$ cat config.mk
export PLATFORM = sky130hd
export DESIGN_NAME = bus_dpram_capture
export DESIGN_NICKNAME = d
export VERILOG_FILES = /design/src/rtl/bus_dpram_capture.sv
export SDC_FILE = /design/constraint.sdc
export NUM_CORES = 1
export LEC_CHECK = 0
export BUFFER_PORTS_ARGS = -buffer_cell sky130_fd_sc_hd__buf_2
export CORE_ASPECT_RATIO = 0.9
export CORE_MARGIN = 1.5
export CORE_UTILIZATION = 26
export DETAILED_ROUTE_END_ITERATION = 10
export MAX_ROUTING_LAYER = met4
export PLACE_DENSITY_LB_ADDON = 0.3
export SYNTH_ARGS = -nofsm -noshare
export SYNTH_HDL_FRONTEND = slang
export SYNTH_SLANG_ARGS = --single-unit
$ cat constraint.sdc
create_clock -name i_Bus_Clk -period 2.62 [get_ports i_Bus_Clk]
set_input_delay 0.393 -clock i_Bus_Clk [delete_from_list [all_inputs] [get_ports i_Bus_Clk]]
set_output_delay 0.393 -clock i_Bus_Clk [all_outputs]
set_load 0.02 [all_outputs]
$ cat src/rtl/bus_dpram_capture.sv
// Sample capture front-end for a DPRAM write port: one-shot or circular
// pre-trigger capture, with trigger/last address reporting and abort.
module bus_dpram_capture #(
  parameter int DEPTH = 256
) (
  input  logic        i_Bus_Clk,
  input  logic        i_Bus_Rst,
  input  logic        i_Data_DV,
  input  logic [15:0] i_Data,
  input  logic        i_Arm,
  input  logic        i_Trig,
  input  logic        i_Abort,
  input  logic        i_Circular,
  input  logic [15:0] i_Post_Count,
  output logic        o_Wr_DV,
  output logic [15:0] o_Wr_Addr,
  output logic [15:0] o_Wr_Data,
  output logic        o_Armed,
  output logic        o_Busy,
  output logic        o_Done,
  output logic        o_Wrapped,
  output logic [15:0] o_Trig_Addr,
  output logic [15:0] o_Last_Addr
);

  localparam int              AW       = (DEPTH > 1) ? $clog2(DEPTH) : 1;
  localparam logic [AW-1:0]   ADDR_MAX = AW'(DEPTH - 1);
  localparam logic [16:0]     DEPTH_C  = 17'(DEPTH);

  typedef enum logic [1:0] {S_IDLE, S_ARMED, S_CAPTURE, S_DONE} state_t;

  state_t          state_q, state_d;
  logic [AW-1:0]   addr_q, addr_d;
  logic            wrapped_q, wrapped_d;
  logic            circ_q, circ_d;
  logic [16:0]     target_q, target_d;
  logic [16:0]     cnt_q, cnt_d;
  logic            pend_q, pend_d;
  logic [AW-1:0]   trig_addr_q, trig_addr_d;
  logic [AW-1:0]   last_addr_q, last_addr_d;
  logic            wr_dv_q, wr_dv_d;
  logic [AW-1:0]   wr_addr_q, wr_addr_d;
  logic [15:0]     wr_data_q, wr_data_d;
  logic            accept;
  logic [16:0]     cnt_inc;

  always_ff @(posedge i_Bus_Clk) begin
    if (i_Bus_Rst) begin
      state_q     <= S_IDLE;
      addr_q      <= '0;
      wrapped_q   <= 1'b0;
      circ_q      <= 1'b0;
      target_q    <= '0;
      cnt_q       <= '0;
      pend_q      <= 1'b0;
      trig_addr_q <= '0;
      last_addr_q <= '0;
      wr_dv_q     <= 1'b0;
      wr_addr_q   <= '0;
      wr_data_q   <= '0;
    end else begin
      state_q     <= state_d;
      addr_q      <= addr_d;
      wrapped_q   <= wrapped_d;
      circ_q      <= circ_d;
      target_q    <= target_d;
      cnt_q       <= cnt_d;
      pend_q      <= pend_d;
      trig_addr_q <= trig_addr_d;
      last_addr_q <= last_addr_d;
      wr_dv_q     <= wr_dv_d;
      wr_addr_q   <= wr_addr_d;
      wr_data_q   <= wr_data_d;
    end
  end

  // Pre-trigger samples only land in circular mode; the trigger-cycle sample
  // is always taken. Abort suppresses the sample arriving with it.
  assign accept  = i_Data_DV && !i_Abort &&
                   ((state_q == S_ARMED && (circ_q || i_Trig)) || state_q == S_CAPTURE);
  assign cnt_inc = cnt_q + 17'd1;

  always_comb begin
    state_d     = state_q;
    addr_d      = addr_q;
    wrapped_d   = wrapped_q;
    circ_d      = circ_q;
    target_d    = target_q;
    cnt_d       = cnt_q;
    pend_d      = pend_q;
    trig_addr_d = trig_addr_q;
    last_addr_d = last_addr_q;
    wr_dv_d     = 1'b0;
    wr_addr_d   = wr_addr_q;
    wr_data_d   = wr_data_q;

    if (i_Abort) begin
      state_d = S_IDLE;
    end else begin
      case (state_q)
        S_IDLE, S_DONE: begin
          if (i_Arm) begin
            state_d   = S_ARMED;
            addr_d    = '0;
            wrapped_d = 1'b0;
            circ_d    = i_Circular;
            cnt_d     = '0;
            pend_d    = 1'b0;
            target_d  = (!i_Circular || i_Post_Count == 16'd0 ||
                         {1'b0, i_Post_Count} > DEPTH_C) ? DEPTH_C : {1'b0, i_Post_Count};
          end
        end
        S_ARMED: begin
          if (i_Trig) begin
            state_d = S_CAPTURE;
            pend_d  = !i_Data_DV;
            if (i_Data_DV) begin
              trig_addr_d = addr_q;
              cnt_d       = 17'd1;
              if (target_q == 17'd1) state_d = S_DONE;
            end
          end
        end
        S_CAPTURE: begin
          if (i_Data_DV) begin
            cnt_d  = cnt_inc;
            pend_d = 1'b0;
            if (pend_q) trig_addr_d = addr_q;
            if (cnt_inc == target_q) state_d = S_DONE;
          end
        end
        default: state_d = S_IDLE;
      endcase

      if (accept) begin
        wr_dv_d     = 1'b1;
        wr_addr_d   = addr_q;
        wr_data_d   = i_Data;
        last_addr_d = addr_q;
        addr_d      = addr_q + AW'(1);
        if (addr_q == ADDR_MAX) wrapped_d = 1'b1;
      end
    end
  end

  assign o_Wr_DV     = wr_dv_q;
  assign o_Wr_Addr   = 16'(wr_addr_q);
  assign o_Wr_Data   = wr_data_q;
  assign o_Armed     = (state_q == S_ARMED);
  assign o_Busy      = (state_q == S_ARMED) || (state_q == S_CAPTURE);
  assign o_Done      = (state_q == S_DONE);
  assign o_Wrapped   = wrapped_q;
  assign o_Trig_Addr = 16'(trig_addr_q);
  assign o_Last_Addr = 16'(last_addr_q);

endmodule

==> impl_summary.md, run 1 <==
Status
The flow ran to the end, and the final reports show no timing, DRC or antenna violations.

Worst hold path
The type of the tightest min-delay check is input port to flop. The startpoint identified for the worst hold timing path is i_Data[15].

Pwr
For this design the static power due to leakage is a little under 2 nW. Across the VDD grid, the largest voltage drop is around 0.00036 V. The net switching power figure is 0.000647 W.

Summing internal, switching and leakage power gives about 0.0027 W. The share of total power dissipated in the clock network is 47.0%. Sequential cells account for between 40% and 50% of the total power. Combinational cells account for 7.2% of the total power. Internal power comes to approximately 0.0020 W. The switching portion of total power is between 20% and 30%. Power spread over the standard cell area amounts to between 500 and 600 nW/um^2.

Setup path
On the critical path the largest part of the delay comes from simple AND/OR/NAND/NOR gates. The critical path goes through inv_1 -> ha_1 -> nand2b_4 -> nand3_2 -> or4_1 -> a311o_1 -> nor4_2 -> a21oi_2 -> mux2i_1. The critical path data required time is around 2.8 ns.

STA classifies the critical path startpoint as a flop. In this run the critical register-to-register path is launched from state_q[0]. For this run, the slowest stage of the critical path takes between 0.5 and 0.6 ns. STA classifies the critical path endpoint as a flop.

Tracing the worst setup path back leads to its startpoint at state_q[0]. The worst path buffer plus inverter count is 1. The critical path's slowest cell is or4_1.

Data arrives at the worst endpoint at roughly 2.7 ns. Along the worst path, the maximum fanout reaches 4. The critical path class is flop to flop.

Finish
The ratio of cells with drive above 1 in the final layout is approximately 22%. The cell area after layout is ~4700 sq um. The signed area change from the synthesized netlist to the final layout is 20.1%. Leaving out fill and tap cells, the most frequent cell in the layout is buf_2. Measured on the finished design, the core utilization comes to a little under a third. In the layout the commonest cells are buf_2, dfxtp_1, nand2_1, nor2_1, a21oi_1. The final layout contains approximately 590 nets. 0 antenna diodes ended up in the layout.

Synth
The synthesized netlist devotes around 1.6% of its cell area to adder and majority cells. The sequential element share of the synthesized area is between 40 and 50%. The dominant combinational cell family by area after synthesis is simple AND/OR/NAND/NOR gates. After synthesis, the share of flip-flops with an asynchronous set or reset is 0%. The simple-gate portion of the synthesized area is approximately 23%. The synthesized area divided by synthesized cell count is just over 8 sq um. The count of synthesis-stage warnings from yosys is 0.

The proportion of synthesized area in mux cells is 2.86%. After Yosys synthesis, XOR and XNOR cells account for 7.61% of the synthesized area. In the synthesized netlist the dominant register cell turns out to be dfxtp_1. In this run, synthesis inferred 0 flip-flops with an integrated enable.

In this run, synthesis produced a sequential element count of 79. Synthesis produced a netlist whose cell count is 473. The count of cell types in the netlist is 46. Summing every instance area after synthesis gives roughly 3900 sq um. The complex-gate fraction of the synthesized area is around 14%.

CTS
TritonCTS built the clock tree. The number of clock buffers added by TritonCTS is 9. Clock-pin slew was measured on the worst setup and hold paths at roughly 0.060 ns. The H-tree depth is 3. In this run the clock root is driven by a clkbuf_16. At the later pin of the worst-skew pair, clock insertion delay measures roughly 0.34 ns. The number of buffers added to fix hold violations after cts is 0. The sink count of the clock tree is between 70 and 80. The maximum count of clock buffers along a single path is 2. In this run the post-CTS setup repair buffer count came out at 0.

Global route
For this run the aggregate overflow at the end of global routing stands at 0. The initial antenna violation count came to 0. The total global-route track usage is 13.7%.

The via count of the first global-routing pass is approximately 3300. The maximum number of pins on one net before global-route repair is 39. The first global-routing pass estimated ~17000 microns of wire.

STA
Setup violations remaining at the end of the flow were counted as 0. The post-layout minimum cycle time is 2.51 ns. In the finished design, the share of the clock period the worst path needs comes to a little over nine tenths. Timing would allow up to about 0.40 GHz. The final count of hold timing violations came to 0. The count of pins over their slew limit was 0.

At the pin with the least slew margin, the transition time is 1.09 ns. The worst hold-check slack is between 0.2 and 0.3 ns. The worst setup skew after layout is around 0.0054 ns.

The worst slew margin relative to its limit is a little over a quarter.

Route
The post-route antenna net violation count is 0. After detailed routing, the number of vias per cell comes to ~4.6. The count of TritonRoute iterations in the first routing pass is 4. For this run, design rule violations remaining after detail routing come to 0. The detailed router's first-iteration violation count is 207. The routed wire length per instance is 13.5 microns. Summed over all layers, the routed wires come to between 10000 and 15000 microns.

The count of vias placed by the detailed router is between 3000 and 4000.

Floorplanning
The cell row count is 42. Measured along the y axis, the die boundary spans approximately 120 microns. The floorplan step set the die width to ~130 microns.

The core footprint is 14700 sq um. The initial standard-cell utilization of the core is 26.6%. During I/O placement, the number of pins put on the boundary was about 110. The full die area is between 15000 and 20000 sq um.

Placed design
Routability-driven placement finished with a final weighted congestion of 0.871. The placed instances occupy a cell area of about 4400 sq um. The quantity of I/O buffers inserted on ports is 83. The post-detailed-placement half-perimeter wirelength is 7330 microns.

Job
Across the run, the number of max-cap violations was 0.
==> power groups by stage <==
| stage | clock [W] | combinational, W | sequential [W] |
|---|---|---|---|
| after global routing | 0.00134 | 0.000210 | 0.00122 |
| final | 0.00125 | 0.000192 | 0.00122 |
| after CTS | 0.00129 | 0.000188 | 0.00122 |
| after floorplan | 0 | 0.000138 | 0.00125 |
| after detailed placement | 0 | 0.000188 | 0.00124 |
| after global placement | 0 | 0.000186 | 0.00124 |
==> tightest hold or removal path, stage by stage <==
cell and delay (ns):
buf_2 0.10, nand2_1 0.05, a21oi_1 0.05
==> layer usage <==
layer | vias up | global-route usage [%] | routed length [microns] | share of wire, %
met3 | 9 | 2.68 | 510 | 5.1
met1 | 1591 | 18.7 | 5150 | 51
met5 | - | - | 0 | 0
li1 | 1723 | - | - | -
met4 | 0 | 4.93 | 146 | 1.4
met2 | 102 | 19.9 | 4290 | 42
==> synthesized netlist by cell type, types with 2 or more instances <==
master | n | area, sq um
buf_4 | 33 | 248
buf_6 | 4 | 45.0
nor4_1 | 9 | 56.3
o41ai_1 | 4 | 35.0
a31oi_1 | 2 | 12.5
nor2_1 | 44 | 165
dfxtp_1 | 79 | 1580
and2_1 | 7 | 43.8
a21oi_1 | 40 | 200
clkbuf_1 | 18 | 67.6
xor2_1 | 18 | 158
a22oi_1 | 8 | 60.1
nand4_1 | 11 | 68.8
nor4b_1 | 4 | 35.0
mux2i_1 | 10 | 100
o31ai_1 | 7 | 52.6
nand3_1 | 11 | 55.1
nand2b_1 | 3 | 18.8
nor3_1 | 5 | 25.0
or4_1 | 3 | 22.5
xnor2_1 | 14 | 123
and3_1 | 9 | 56.3
nand2_1 | 70 | 263
or3_1 | 3 | 18.8
nor3_2 | 2 | 20.0
and3_2 | 2 | 15.0
inv_1 | 9 | 33.8
o21a_1 | 2 | 15.0
o21ai_0 | 21 | 105
ha_1 | 5 | 62.6
==> state kept, by name (all words and copies together), names as in the netlist <==
signal,count
addr_q,8
circ_q,1
cnt_q,17
o_Wr_DV,1
o_Wr_Data,16
o_Wrapped,1
pend_q,1
state_q,2
target_q,16
trig_addr_q,8
wr_addr_q,8
==> area by class of cell <==
class | instances | area (sq um)
well taps | 198 | 248
repair buffers | 95 | 505
inverters | 9 | 33.8
clock inverters | 5 | 57.6
multi-input cells | 351 | 2020
flip-flops and latches | 79 | 1580
clock buffers | 11 | 233
fillers | 1547 | 9980
==> worst paths after layout <==
kind | endpoint | slack (ns) | cells after the start
setup / recovery | state_q[1] | 0.11 | 9
hold / removal | o_Wr_Data[15] | 0.29 | 3
setup reg to reg | state_q[1] | 0.11 | 9
hold reg to reg | o_Wr_Data[8] | 0.45 | 2
==> cells by family after synthesis <==
logic type | Yosys count
buf+inv | 66
mux | 11
simple gates | 187
xor+xnor | 33
flops | 79
compound gates | 91
fa+ha+maj | 5
other cells | 1
==> metrics by stage <==
stage | TNS (ns) | std cells | setup slack [ns]
2_1_floorplan | 0 | 496 | 0.232
3_3_place_gp | 0 | 732 | 0.148
3_5_place_dp | 0 | 732 | 0.0540
4_1_cts | 0 | 748 | 0.0343
5_1_grt | -0.00500 | 748 | -0.00500
6_report | 0 | 748 | 0.106
==> what timing repair did <==
action	4_1_cts	5_1_grt
endpoints found under the setup margin	0	2
hold endpoints to repair	0	0
resized for setup	0	4
Note: power is estimated with default switching activity, not from simulation.
==> run 2, diff against run 1 <==
- clock period: 2.62 -> 2.6 ns (I/O delays scaled with it)
==> run 2 against run 1 <==
Compared with the run above:
- die area stayed put
- worst setup slack better by 0.018 ns
- via count is 0.18% lower
==> impl_summary.md, run 2 (synthesis gave the netlist of run 1 again) <==
CTS
The sink count of the clock tree is 79 (unchanged). The number of clock buffers inserted by TritonCTS is 9 (unchanged). The clock insertion delay at the later pin of the skew report was 0.34 ns (about the same). TritonCTS built the clock tree. The maximum count of clock buffers along a single path is 2 (unchanged).

The number of setup buffers added after CTS is 0 (unchanged). The H-tree depth is 3 (unchanged). The clock root buffer is clkbuf_16.

The clock transition at the register clock pins on the worst setup and hold paths after CTS is 0.06 ns (about the same).

Finish
The fill cell total of the finished layout was 1532 (-0.97%). The cell area after layout is 4690 sq um (+0.32%). The largest register by flop count is cnt_q. The signed area change from the synthesized netlist to the final layout is 20.5%. In the layout the commonest cells are buf_2, dfxtp_1, nand2_1, nor2_1, a21oi_1. The ratio of cells with drive above 1 in the final layout is 22.2% (+0.040 points).

The layout net count came to 589 (unchanged). The number of flip-flops in the largest register is 17 (unchanged). The antenna diode instance count is 0 (unchanged). Leaving out fill and tap cells, the most frequent cell in the layout is buf_2.

Setup path
The critical path data arrival time was 2.69 ns (-0.05 ns). The nature of the critical path endpoint is a flop. The largest fanout of any net on the critical path is 4 (unchanged).

The critical path data required time is 2.82 ns (-0.02 ns). The critical path class is flop to flop. The sort of element at the start of the critical path is a flop.

STA
The number of failing setup endpoints in the final timing report is 0 (unchanged). The slew at the pin closest to its max-slew limit was 1.11 ns (+0.0179 ns). The timing-limited maximum frequency is 0.404 GHz (+1.6%). Setup repair after global routing left no endpoint under its margin. The share of the clock period used by the worst path is 95.2% (-0.74 points). The final count of hold timing violations was 0 (unchanged). The worst slew margin relative to its limit is 25.8% (-1.2 points). The post-layout minimum cycle time was 2.48 ns (-0.0384 ns). The setup TNS was 0 ns (unchanged). The worst setup skew after layout was 0.00668 ns (+0.00129 ns). The count of pins over their slew limit is 0 (unchanged).

Global route
The global-route wire length before repair was 15800 microns (-5.7%). The met3 capacity usage during global routing is 3.24% (+0.55 points). The via count of the first global-routing pass is 3100 (-5.0%). The total global routing overflow is 0 (unchanged). The total global-route track usage was 13.0% (-0.69 points). The initial antenna violation count is 0 (unchanged). The maximum number of pins on one net before global-route repair is 52 (+33%). met1 is the most crowded layer. The global-route met1 utilization was 18.2% (-0.56 points).

The global routing usage on met2 is 18.1% (-1.8 points).

Worst hold path
The path class of the tightest hold or removal check is input port to flop.

Placed design
The post-detailed-placement half-perimeter wirelength is 7270 microns (-0.76%). The global placer's final weighted congestion came to 0.852 (-2.2%). The cell area after placement was 4370 sq um (unchanged). The quantity of I/O buffers inserted on ports is 83 (unchanged).

Pwr
The worst ir drop on vdd is 0.000325 V (-8.6%). The areal power density over the cells is 589 nW/um^2 (+3.7%). The standby leakage power is 1.96 nW (about the same).

Route
The count of vias placed by the detailed router came to 3419 (-0.18%). The DRC violation count after routing is 0 (unchanged). The total detailed-routing wirelength is 9720 microns (-3.8%).

The routed wire length per instance came to 13.0 microns (-3.6%). The post-route antenna net violation count is 0 (unchanged). The count of TritonRoute iterations in the first routing pass is 4 (unchanged). The detailed router's first-iteration violation count is 199 (-3.9%). The average via count per standard cell is 4.58 (about the same).

Floorplanning
The initial standard-cell utilization of the core was 26.6% (unchanged). The full die area was 15700 sq um (unchanged). The floorplan die width is 132 microns (unchanged). The cell row count was 42 (unchanged). The number of top-level pins is 108 (unchanged). The core footprint is 14700 sq um (unchanged). The overall die height came to 119 microns (unchanged).

Job
The number of max-capacitance violations reported was 0 (unchanged).

Status
The flow ran to the end, and the final reports show no timing, DRC or antenna violations.
## run 2: what timing repair did
item,in CTS,in global routing
endpoints found under the setup margin,0,2
resized for setup,0,2
hold buffers,0,0
## run 2: critical path: stages (launching register included)
cell      delay (ns)
dfxtp_2         0.34
inv_1           0.06
ha_1            0.32
nand2b_2        0.11
nand3_1         0.12
or4_1           0.55
a311o_1         0.35
nor4_1          0.22
a21oi_1         0.14
mux2i_1         0.13
## run 2: area by class of cell
cell class | count | area, sq um | area share (%)
multi-input cells | 351 | 2000 | 42.7
flip-flops and latches | 79 | 1580 | 33.7
repair buffers | 95 | 505 | 10.8
well taps | 198 | 248 | 5.28
clock buffers | 10 | 239 | 5.09
clock inverters | 5 | 82.6 | 1.76
inverters | 9 | 33.8 | 0.720
## run 2: worst paths after layout
path / from / to / slack, ns / cells after the start
min: i_Data[5] / o_Wr_Data[5] / 0.29 / 3
max: state_q[0] / state_q[1] / 0.12 / 9
min reg2reg: o_Wr_Data[2] / o_Wr_Data[2] / 0.45 / 2
max reg2reg: state_q[0] / state_q[1] / 0.12 / 9
## run 2: report_power, final
part / internal [W] / switching (W)
Clock: 0.000863 / 0.000487
Sequential: 0.00122 / 0.00000686
Combinational: 0.0000600 / 0.000128
Total: 0.00214 / 0.000622
## run 2: layer usage
metal	share of wire (%)	up-vias
met1	50	1573
li1	-	1729
met2	42	106
met4	1.8	0
met5	0	-
met3	5.7	11
## run 2: per-stage QoR
| step | setup WS, ns | util, % | power, W | std cells | hold WS, ns |
|---|---|---|---|---|---|
| floorplan | 0.212 | - | 0.00139 | 496 | 0.437 |
| global placement | 0.125 | 29.8 | 0.00144 | 732 | 0.440 |
| detailed placement | 0.0404 | 29.8 | 0.00144 | 732 | 0.448 |
| CTS | 0.0415 | 32.0 | 0.00280 | 747 | 0.277 |
| global route | 0.00875 | 32.0 | 0.00288 | 747 | 0.278 |
| finish | 0.124 | 32.0 | 0.00276 | 747 | 0.287 |
